[src/rtl/rvga_mem_arbiter.sv]
// rvga_mem_arbiter
// Merges NUM_PORTS memory clients (port 0 = imem, port 1 = dmem, extra ports
// for debug/DMA) onto one single-ported backing memory. One transaction is
// outstanding at a time. Arbitration is round-robin (PRIORITY_MODE=0) or fixed
// priority with the lowest index winning (PRIORITY_MODE=1). A watchdog aborts
// a transaction that has waited TIMEOUT BUSY cycles (TIMEOUT=0 disables it).
//
// Ports:
//   clk_i, rst_i      clock, synchronous active-high reset
//   req_r_v_i/w_v_i   per-port read/write request (both set = write)
//   req_addr_i        per-port address, port p at [p*WORD_WIDTH +: WORD_WIDTH]
//   req_data_i        per-port write data, same packing
//   resp_v_o          one-hot completion pulse for the granted port
//   resp_data_o       read data, shared by all ports (follows mem_data_i)
//   mem_r_v_o/w_v_o   backing memory read/write strobes (registered)
//   mem_addr_o        backing memory address (registered)
//   mem_data_o        backing memory write data (registered)
//   mem_data_i        backing memory read data
//   mem_resp_v_i      backing memory completion
//   grant_o           one-hot current owner, zero while idle; doubles as the
//                     FSM state view (non-zero exactly when BUSY)
//   timeout_err_o     sticky watchdog error, cleared only by rst_i
//
// Handshake: a requester raises r_v and/or w_v with addr/data and holds all of
// them stable until its resp_v_o bit pulses for one cycle; it may drop or
// re-raise the request in that same cycle. The memory sees strobes that stay
// constant from the grant until it answers with mem_resp_v_i (one cycle).
module rvga_mem_arbiter #(
    parameter int NUM_PORTS     = 2,
    parameter int WORD_WIDTH    = 32,
    parameter int PRIORITY_MODE = 0,
    parameter int TIMEOUT       = 64
) (
    input  logic                            clk_i,
    input  logic                            rst_i,
    input  logic [NUM_PORTS-1:0]            req_r_v_i,
    input  logic [NUM_PORTS-1:0]            req_w_v_i,
    input  logic [NUM_PORTS*WORD_WIDTH-1:0] req_addr_i,
    input  logic [NUM_PORTS*WORD_WIDTH-1:0] req_data_i,
    output logic [NUM_PORTS-1:0]            resp_v_o,
    output logic [WORD_WIDTH-1:0]           resp_data_o,
    output logic                            mem_r_v_o,
    output logic                            mem_w_v_o,
    output logic [WORD_WIDTH-1:0]           mem_addr_o,
    output logic [WORD_WIDTH-1:0]           mem_data_o,
    input  logic [WORD_WIDTH-1:0]           mem_data_i,
    input  logic                            mem_resp_v_i,
    output logic [NUM_PORTS-1:0]            grant_o,
    output logic                            timeout_err_o
);

    localparam int IDX_W = (NUM_PORTS > 1) ? $clog2(NUM_PORTS) : 1;
    localparam int CNT_W = (TIMEOUT > 0) ? $clog2(TIMEOUT + 1) : 1;

    typedef enum logic {
        ST_IDLE = 1'b0,
        ST_BUSY = 1'b1
    } state_e;

    state_e                  state_q;
    logic [NUM_PORTS-1:0]    grant_q;
    logic                    mem_r_v_q;
    logic                    mem_w_v_q;
    logic [WORD_WIDTH-1:0]   mem_addr_q;
    logic [WORD_WIDTH-1:0]   mem_data_q;
    logic [IDX_W-1:0]        rr_ptr_q;
    logic [CNT_W-1:0]        wait_cnt_q;
    logic                    timeout_err_q;

    logic [NUM_PORTS-1:0]    pending;
    logic [NUM_PORTS-1:0]    above_mask;
    logic [NUM_PORTS-1:0]    masked;
    logic                    any_pending;
    logic [IDX_W-1:0]        win_idx;
    logic [IDX_W-1:0]        win_next_ptr;
    logic [WORD_WIDTH-1:0]   win_addr;
    logic [WORD_WIDTH-1:0]   win_data;
    logic                    win_is_write;
    logic                    limit_hit;

    // Index of the lowest set bit; zero when the vector is empty.
    function automatic logic [IDX_W-1:0] lowest_set(input logic [NUM_PORTS-1:0] vec);
        logic [IDX_W-1:0] idx;
        idx = '0;
        for (int i = NUM_PORTS - 1; i >= 0; i--) begin
            if (vec[i]) begin
                idx = IDX_W'(i);
            end
        end
        return idx;
    endfunction

    always_comb begin
        pending     = req_r_v_i | req_w_v_i;
        any_pending = |pending;
        above_mask  = '0;
        for (int i = 0; i < NUM_PORTS; i++) begin
            above_mask[i] = (i >= int'(rr_ptr_q));
        end
        masked = pending & above_mask;
        // Round-robin: lowest pending port at or above the pointer; if none,
        // wrap around and take the lowest pending port overall.
        if ((PRIORITY_MODE == 0) && (masked != '0)) begin
            win_idx = lowest_set(masked);
        end else begin
            win_idx = lowest_set(pending);
        end
        win_next_ptr = (int'(win_idx) == NUM_PORTS - 1) ? '0 : win_idx + 1'b1;
        win_addr     = req_addr_i[int'(win_idx)*WORD_WIDTH +: WORD_WIDTH];
        win_data     = req_data_i[int'(win_idx)*WORD_WIDTH +: WORD_WIDTH];
        win_is_write = req_w_v_i[win_idx];
        // The counter holds the number of BUSY cycles already waited, so the
        // limit is reached in the cycle where it would step to TIMEOUT.
        limit_hit    = (TIMEOUT > 0) && (wait_cnt_q == CNT_W'(TIMEOUT - 1));
    end

    always_ff @(posedge clk_i) begin
        if (rst_i) begin
            state_q       <= ST_IDLE;
            grant_q       <= '0;
            mem_r_v_q     <= 1'b0;
            mem_w_v_q     <= 1'b0;
            mem_addr_q    <= '0;
            mem_data_q    <= '0;
            rr_ptr_q      <= '0;
            wait_cnt_q    <= '0;
            timeout_err_q <= 1'b0;
        end else begin
            case (state_q)
                ST_IDLE: begin
                    if (any_pending) begin
                        state_q    <= ST_BUSY;
                        grant_q    <= NUM_PORTS'(1) << win_idx;
                        mem_r_v_q  <= ~win_is_write;
                        mem_w_v_q  <= win_is_write;
                        mem_addr_q <= win_addr;
                        mem_data_q <= win_data;
                        wait_cnt_q <= '0;
                        if (PRIORITY_MODE == 0) begin
                            rr_ptr_q <= win_next_ptr;
                        end
                    end
                end
                ST_BUSY: begin
                    if (mem_resp_v_i) begin
                        // A response in the limit cycle still wins over the watchdog.
                        state_q   <= ST_IDLE;
                        grant_q   <= '0;
                        mem_r_v_q <= 1'b0;
                        mem_w_v_q <= 1'b0;
                    end else if (limit_hit) begin
                        // Abort silently: the requester keeps its request up
                        // and is arbitrated again from IDLE.
                        state_q       <= ST_IDLE;
                        grant_q       <= '0;
                        mem_r_v_q     <= 1'b0;
                        mem_w_v_q     <= 1'b0;
                        timeout_err_q <= 1'b1;
                    end else if (TIMEOUT > 0) begin
                        wait_cnt_q <= wait_cnt_q + 1'b1;
                    end
                end
                default: state_q <= ST_IDLE;
            endcase
        end
    end

    assign resp_v_o      = ((state_q == ST_BUSY) && mem_resp_v_i) ? grant_q : '0;
    assign resp_data_o   = mem_data_i;
    assign mem_r_v_o     = mem_r_v_q;
    assign mem_w_v_o     = mem_w_v_q;
    assign mem_addr_o    = mem_addr_q;
    assign mem_data_o    = mem_data_q;
    assign grant_o       = grant_q;
    assign timeout_err_o = timeout_err_q;

endmodule

[config.mk]
export PLATFORM = sky130hd
export DESIGN_NAME = rvga_mem_arbiter
export DESIGN_NICKNAME = d
export VERILOG_FILES = /design/src/rtl/rvga_mem_arbiter.sv
export SDC_FILE = /design/constraint.sdc
export NUM_CORES = 1
export LEC_CHECK = 0
export BUFFER_PORTS_ARGS = -buffer_cell sky130_fd_sc_hd__buf_2
export CORE_AREA = 2 2 106 108
export DETAILED_ROUTE_END_ITERATION = 8
export DIE_AREA = 0 0 108 110
export HOLD_SLACK_MARGIN = 0.03
export PLACE_DENSITY = 0.69
export SYNTH_ARGS = -nofsm -noshare
export SYNTH_HDL_FRONTEND = slang
export SYNTH_SLANG_ARGS = --single-unit
[constraint.sdc]
create_clock -name clk_i -period 1.66 [get_ports clk_i]
set_input_delay 0.166 -clock clk_i [delete_from_list [all_inputs] [get_ports clk_i]]
set_output_delay 0.166 -clock clk_i [all_outputs]
set_load 0.05 [all_outputs]
==> results of run 1 <==
worst register-to-register path, cell delays in order (launching register included):
cell and delay (ns):
sky130_fd_sc_hd__dfxtp_2 0.36, sky130_fd_sc_hd__o21ai_0 0.11, sky130_fd_sc_hd__nor4b_2 0.20, sky130_fd_sc_hd__buf_6 0.21, sky130_fd_sc_hd__a222oi_1 0.43, sky130_fd_sc_hd__inv_1 0.10
sequential cells by signal, summed over array words and instances (netlist names):
name / flops
wait_cnt_q: 7
mem_addr_o: 32
timeout_err_o: 1
rr_ptr_q: 1
mem_w_v_o: 1
grant_o: 2
mem_data_o: 32
mem_r_v_o: 1
state_q: 1
timing repair:
item	4_1_cts	5_1_grt
hold buffers	119	0
gates resized for setup	1	4
endpoints found under the hold margin	64	0
endpoints found under the setup margin	2	12
pin swaps	0	2
cloned	0	0
power by group through the flow:
stage	combinational (uW)	sequential (uW)	clock, uW
after floorplan	556	2820	0
after global placement	1390	2200	0
after detailed placement	1420	2200	0
after CTS	1640	2160	1360
after global routing	1760	2190	1430
final	1680	2170	1310
placed cells by master (no fill, tap or decap), drive strengths merged, types with 2 or more instances in the layout:
cell / netlist / layout
a222oi: 64 / 64
o21ai: 4 / 4
dlygate4sd3: 0 / 119
inv: 67 / 67
nor2: 9 / 9
dfxtp: 78 / 78
and3: 4 / 4
clkinv: 0 / 4
nand2: 6 / 6
a31oi: 2 / 2
clkbuf: 12 / 11
o41ai: 3 / 3
or4: 2 / 2
buf: 44 / 214
a21oi: 8 / 8
nand2b: 2 / 2
nand3: 5 / 5
o2111ai: 3 / 3
metal layers:
layer | routed length, um | track usage
met1 | 4709 | 0.2146
met2 | 6543 | 0.3504
met3 | 1156 | 0.05644
met4 | 502 | 0.1227
met5 | 0 | 0
Yosys cell counts (5+ instances only):
master                     instances
sky130_fd_sc_hd__a222oi_1         64
sky130_fd_sc_hd__dfxtp_1          78
sky130_fd_sc_hd__clkbuf_1         12
sky130_fd_sc_hd__nor2_1            9
sky130_fd_sc_hd__buf_6             6
sky130_fd_sc_hd__nand2_1           6
sky130_fd_sc_hd__nand3_1           5
sky130_fd_sc_hd__a21oi_1           7
sky130_fd_sc_hd__inv_1            67
sky130_fd_sc_hd__buf_2             5
sky130_fd_sc_hd__buf_4            32
worst paths after layout:
kind              cells past startpoint  slack (ns)        endpoint     startpoint
setup / recovery                      5        0.12  mem_addr_o[19]       rr_ptr_q
hold / removal                        3        0.05   mem_addr_o[5]  req_addr_i[5]
setup reg to reg                      5        0.12  mem_addr_o[19]       rr_ptr_q
hold reg to reg                       1        0.46   wait_cnt_q[6]  wait_cnt_q[6]
metrics by stage:
step	setup WS [ns]	area, um^2	utilization
2_1_floorplan	0.1765	3227	-
3_3_place_gp	0.09440	4178	0.3905
3_5_place_dp	0.04518	4178	0.3905
4_1_cts	0.09084	5547	0.5185
5_1_grt	0.01261	5557	0.5194
6_report	0.1169	5557	0.5194
layout make-up:
cell class                      instances  area, um^2
Fill cell                             941        5141
Timing Repair Buffer                  333        2342
Sequential cell                        78        1564
Multi-Input combinational cell        125        1047
Inverter                               67       251.5
Tap cell                              140       175.2
Clock buffer                           11       141.4
Clock inverter                          5       35.03
cell families (layout without fill, tap and decap cells):
group / count (synthesis) / after routing / synth area share
buffers and inverters: 123 / 416 / 0.1962
adders and majority gates: 1 / 1 / 0.003877
AOI/OAI and AO/OA: 91 / 91 / 0.2575
and+or+nand+nor: 33 / 33 / 0.05855
DFF: 78 / 78 / 0.4839
==> run summary, run 1 <==
The critical path contains buffers and inverters numbering 2 combined. The static leakage came out at 0.002966 uW. The critical path start-end classification was reg -> reg. Walking the worst path, the cells encountered are o21ai_0, nor4b_2, buf_6, a222oi_1, inv_1.

Leaving out filler cells and counting taps, the final layout contains 759. The share of the cycle needed by the critical path after routing was 0.9296. The die covers 11880 um^2. The number of antenna diodes in the final layout is 0. The clock period minus worst slack was 1.543 ns.

The first global-routing pass estimated 18460 um of wire. For the initial antenna violation count, the log shows 0. The largest total area in the synthesized netlist belongs to sky130_fd_sc_hd__dfxtp_1.

The run gives 7227 um as the half-perimeter wire length after placement. Dividing the detail-routed wire length by the instance count gives 17.01 um. The classification of the worst-slack hold path was in -> reg. The total routing usage reported by global routing is 0.2002. The final max-slew violation count is 0, and the maximum number of pins on one net before global-route repair is 34. The number of synthesized register bits is 78, and the slew at the pin with the worst max-slew slack is 0.3875 ns. The first detailed-routing pass ran for 9 iterations. Initial core utilization: 0.3016. The internal power came out at 3247 uW. For this run, the top clock speed supported by timing is 648.0 MHz.

Summed over all layers, the routed wires come to 12910 um. The slowest stage of the critical path belongs to the cell sky130_fd_sc_hd__a222oi_1. The maximum buffer depth of the clock tree is 2, and the violation count after the first detailed-routing iteration is 457. The final layout contains 782 nets.

The mean number of vias per cell came out at 5.129. Max-cap violation count: 0. The prevailing post-synth register cell was sky130_fd_sc_hd__dfxtp_1.

The tools report the overall power of the completed layout as 5158 uW. The switching power share of the total is 0.3705. In the post-synthesis netlist, the biggest area contributors are sky130_fd_sc_hd__dfxtp_1 48%, sky130_fd_sc_hd__a222oi_1 20%, sky130_fd_sc_hd__inv_1 7.8%. In this run, distinct cell masters in the synthesized netlist total 34. The run gives 0.421 as the sequential fraction of design power. Setup repair after global routing left no endpoint under its margin. The part of the total power dissipated in combinational logic is 0.325. The largest delay contributor family on the critical path is compound AO/OA/AOI/OAI gates. The share of the synthesized area in the top cell type works out to 0.4839. The cell count after synthesis came out at 326. Clock skew on the completed layout was measured at 0.009245 ns. The worst setup path is launched from a flop.

In this run the cell area of the synthesized design comes to 3227 um^2. Counting the buffers created by CTS gives 9. The total via count in the routed design is 3893. The number of setup buffers added after CTS was 0; the maximum fanout along the worst path was 33. The initialized floorplan defines 38 standard-cell rows. Root buffer selected by CTS: sky130_fd_sc_hd__clkbuf_8. The floorplan step set the die width to 108 um.

The post-synthesis to final-layout area growth was 72.20%; the setup-violating endpoint count in the final report was 0. Clock-pin slew was measured on the worst setup and hold paths at 0.09 ns. The number of port buffers was 205.

The tools report the worst path required time as 1.88 ns. Once detail routing completed, the nets flagged for antenna violations numbered 0. The total I/O pin count is 270. Height of the chip: 110 um. The share of synthesized area occupied by flip-flops and latches was 0.4839.

TritonCTS built the clock tree. The number of global-route vias before repair was 3913; the detailed-route DRC error count was 0. The congestion estimate from routability-driven global placement came to 0.7559. The cell count after placement is 624. The clock reaches the later pin of the worst-skew pair after 0.35 ns.

On the worst path, the slowest cell contributes a delay of 0.41 ns. The part of the total power dissipated in the clock network came out at 0.255. The post-synthesis async set-or-reset flop share was 0. The run gives 0.4928 mV as the maximum VDD drop. The region available for standard cell placement spans 10700 um^2. The maximum level of the CTS H-tree was 3. In this run, synthesis inferred 0 flip-flops with an integrated enable. When the netlist entered floorplanning its net count stood at 494. The run finished with clean final reports. The share of post-route cells with drive strength above 1 is 0.3829. The worst setup path is captured at a flop.

The total number of yosys warnings was 0; the worst slack on hold paths was 0.04815 ns. Adding up every negative setup slack in the final design gives 0 ns. The run gives 0 as the final global-route overflow total.

Power spread over the standard cell area amounts to 928.3 nW/um^2. The tightest slew margin relative to the limit is 0.7397. The synthesized area divided by synthesized cell count was 9.898 um^2; the count of final hold-check violations was 0. At the worst endpoint, the arrival time is 1.76 ns.

The logs give 1911 uW for the net switching power figure and 78 for the number of clock sinks.
No activity file was read; power rests on OpenSTA's default activity.
==> run 2: changes to the inputs <==
HOLD_SLACK_MARGIN = 0.06   (was 0.03)
==> run 2 against run 1 <==
Maximum frequency up 0.77%. Final cell count up 1.2%. Sequential cell count unchanged. Critical endpoint is now resp_v_o[0]. Highest routed layer unchanged.
==> run summary, run 2 (same netlist as run 1, synthesis figures left out) <==
The sum of negative setup slack came out at 0 ns. Setup repair after global routing left no endpoint under its margin. STA classifies the critical path startpoint as a flop.

The cell with the largest stage delay on the worst path is sky130_fd_sc_hd__dfxtp_2. The worst hold path passes through 4 cells. Dividing the detail-routed via count by the number of cells gives 5.121. The startpoint of the worst register-to-register path is rr_ptr_q.

The number of clock sinks is 78, and the die extent in x is 108 um. After filler insertion, the fill cell instance count of the layout stands at 922. The initial core utilization is 0.3016. Maximum buffer depth of the clock tree: 2.

For the CTS buffer count, the log shows 9. CTS built an H-tree with a depth of 3. For this run, the top clock speed supported by timing is 653.0 MHz.

Clock latency on the worst-skew pair, taken at its later pin, is 0.35 ns. The full die area was 11880 um^2; the height of the chip was 110 um. TritonCTS built the clock tree.

On the final layout, the worst clock skew is 0.008668 ns. By startpoint and endpoint, the worst setup path is classified as reg -> out. Summed over all cells, the static leakage comes to 0.003002 uW.

The violation count after the first detailed-routing iteration was 489; the clock period minus worst slack was 1.531 ns. The part of the total power dissipated in the clock network was 0.254; the number of port buffers was 205. The element type at the critical path end is an output pin. At the end of routability-driven placement, the weighted congestion stood at 0.7559. Setup violations remaining at the end of the flow were counted as 0. For this run, the slowest stage of the critical path takes 0.45 ns. For the area of the core, the log shows 10700 um^2.

The tools report the overall power of the completed layout as 5182 uW. The tools report the total I/O pin count as 270. The part of the total power dissipated in combinational logic is 0.327. The final antenna diode count was 0; the share of the cycle needed by the critical path after routing was 0.9225.

The number of global-route vias before repair was 4055. The library cells used most frequently in the layout, excluding fill and tap cells, are 205 x sky130_fd_sc_hd__buf_2, 128 x sky130_fd_sc_hd__dlygate4sd3_1, 76 x sky130_fd_sc_hd__dfxtp_1. The first global-routing pass estimated 18660 um of wire. The run finished with clean final reports. Floorplan row count: 38. VDD sags by at most 0.4727 mV. The detailed-route DRC error count is 0. The total routing usage reported by global routing came out at 0.2039. Post-detailed-placement cell area: 4178 um^2. The post-synthesis to final-layout area growth is 74.87%, and the final global-route overflow total is 0.

The power density of the placed cells was 918.3 nW/um^2; the register clock-pin slew on the reported worst setup and hold paths was 0.08 ns. At the worst endpoint, the required time is 1.49 ns. The max-cap violation count was 0; the final non-filler cell area was 5643 um^2.

The share of post-route cells with drive strength above 1 was 0.3774; the total via count in the routed design was 3933. Maximum number of pins on one net before global-route repair: 34. Internal power: 3260 uW. The count of nets left with antenna violations once routing finished came out at 0.

The wire length after detailed routing is 13160 um. In this run the worst path has a maximum fanout of 9. The signal on the critical path passes through buf_4, and3_1, buf_2. In the final routed layout, each cell accounts on average for 17.13 um. In this run the post-CTS setup repair buffer count came out at 0. The HPWL after detailed placement is 7227 um. For the signal arrival time at the worst endpoint, the log shows 1.37 ns. The sequential fraction of design power was 0.419; the initial antenna violation count was 0. The tightest slew margin relative to the limit came out at 0.7397.

For the pin with the worst max-slew slack, the measured transition is 0.3875 ns. The switching power share of the total was 0.3709; the count of final hold-check violations was 0. The final max-slew violation count is 0, and the number of nets at the end of the flow is 791.

Start point of the critical path: state_q. The beginning of the worst hold path was mem_resp_v_i. The most common library cell in the layout ignoring fill and taps is sky130_fd_sc_hd__buf_2.

The tree is rooted in a sky130_fd_sc_hd__clkbuf_8. For the worst flop-to-flop path, the logic depth is 5. The first detailed-routing pass took 7 iterations. The classification of the worst-slack hold path is in -> reg. The net switching power figure was 1922 uW.
-- run 2: worst max-delay path, delay by kind of cell, from the launching register on --
family	cells	cell delay (ns)
flops	1	0.45
buf+inv	2	0.43
simple gates	1	0.14
-- run 2: area by class of cell --
cell class                      count  area, um^2  share of cell area
Sequential cell                    78        1564              0.2772
Clock inverter                      5       35.03            0.006208
Multi-Input combinational cell    125        1047              0.1856
Inverter                           67       251.5             0.04457
Clock buffer                       11       141.4             0.02506
Timing Repair Buffer              342        2429              0.4304
Tap cell                          140       175.2             0.03104
-- run 2: power by group through the flow --
stage | combinational [uW] | sequential (uW) | clock [uW]
floorplan | 556 | 2820 | 0
global placement | 1390 | 2200 | 0
detailed placement | 1420 | 2200 | 0
CTS | 1650 | 2160 | 1360
global route | 1780 | 2190 | 1420
finish | 1690 | 2170 | 1320
-- run 2: final timing paths --
| check | slack [ns] | endpoint |
|---|---|---|
| setup / recovery | 0.13 | resp_v_o[0] |
| setup reg to reg | 0.14 | mem_data_o[29] |
| hold / removal | 0.20 | timeout_err_o |
| hold reg to reg | 0.47 | wait_cnt_q[6] |
-- run 2: timing repair --
item | in CTS | in global routing
hold endpoints to repair | 64 | 0
hold buffers | 128 | 0
resized for setup | 1 | 3
setup endpoints to repair | 2 | 10
pin swaps | 0 | 1
-- run 2: per-stage QoR --
stage	hold WS, ns	utilization	setup WS (ns)	instances
floorplan	0.2852	-	0.1765	326
global placement	0.3323	0.3905	0.09440	624
detailed placement	0.3323	0.3905	0.04518	624
CTS	0.1667	0.5269	0.09084	768
global route	0.2173	0.5275	0.009514	768
finish	0.1966	0.5275	0.1287	768
-- run 2: per-layer routing --
layer  GRT usage  share of wire  wire length, um  up-vias
li1            -              -                -     1789
met3     0.05703          0.087             1151       67
met5           0              0                0        -
met4      0.1456          0.051              667        0
met1      0.2097           0.36             4738     1820
met2      0.3580           0.50             6600      257
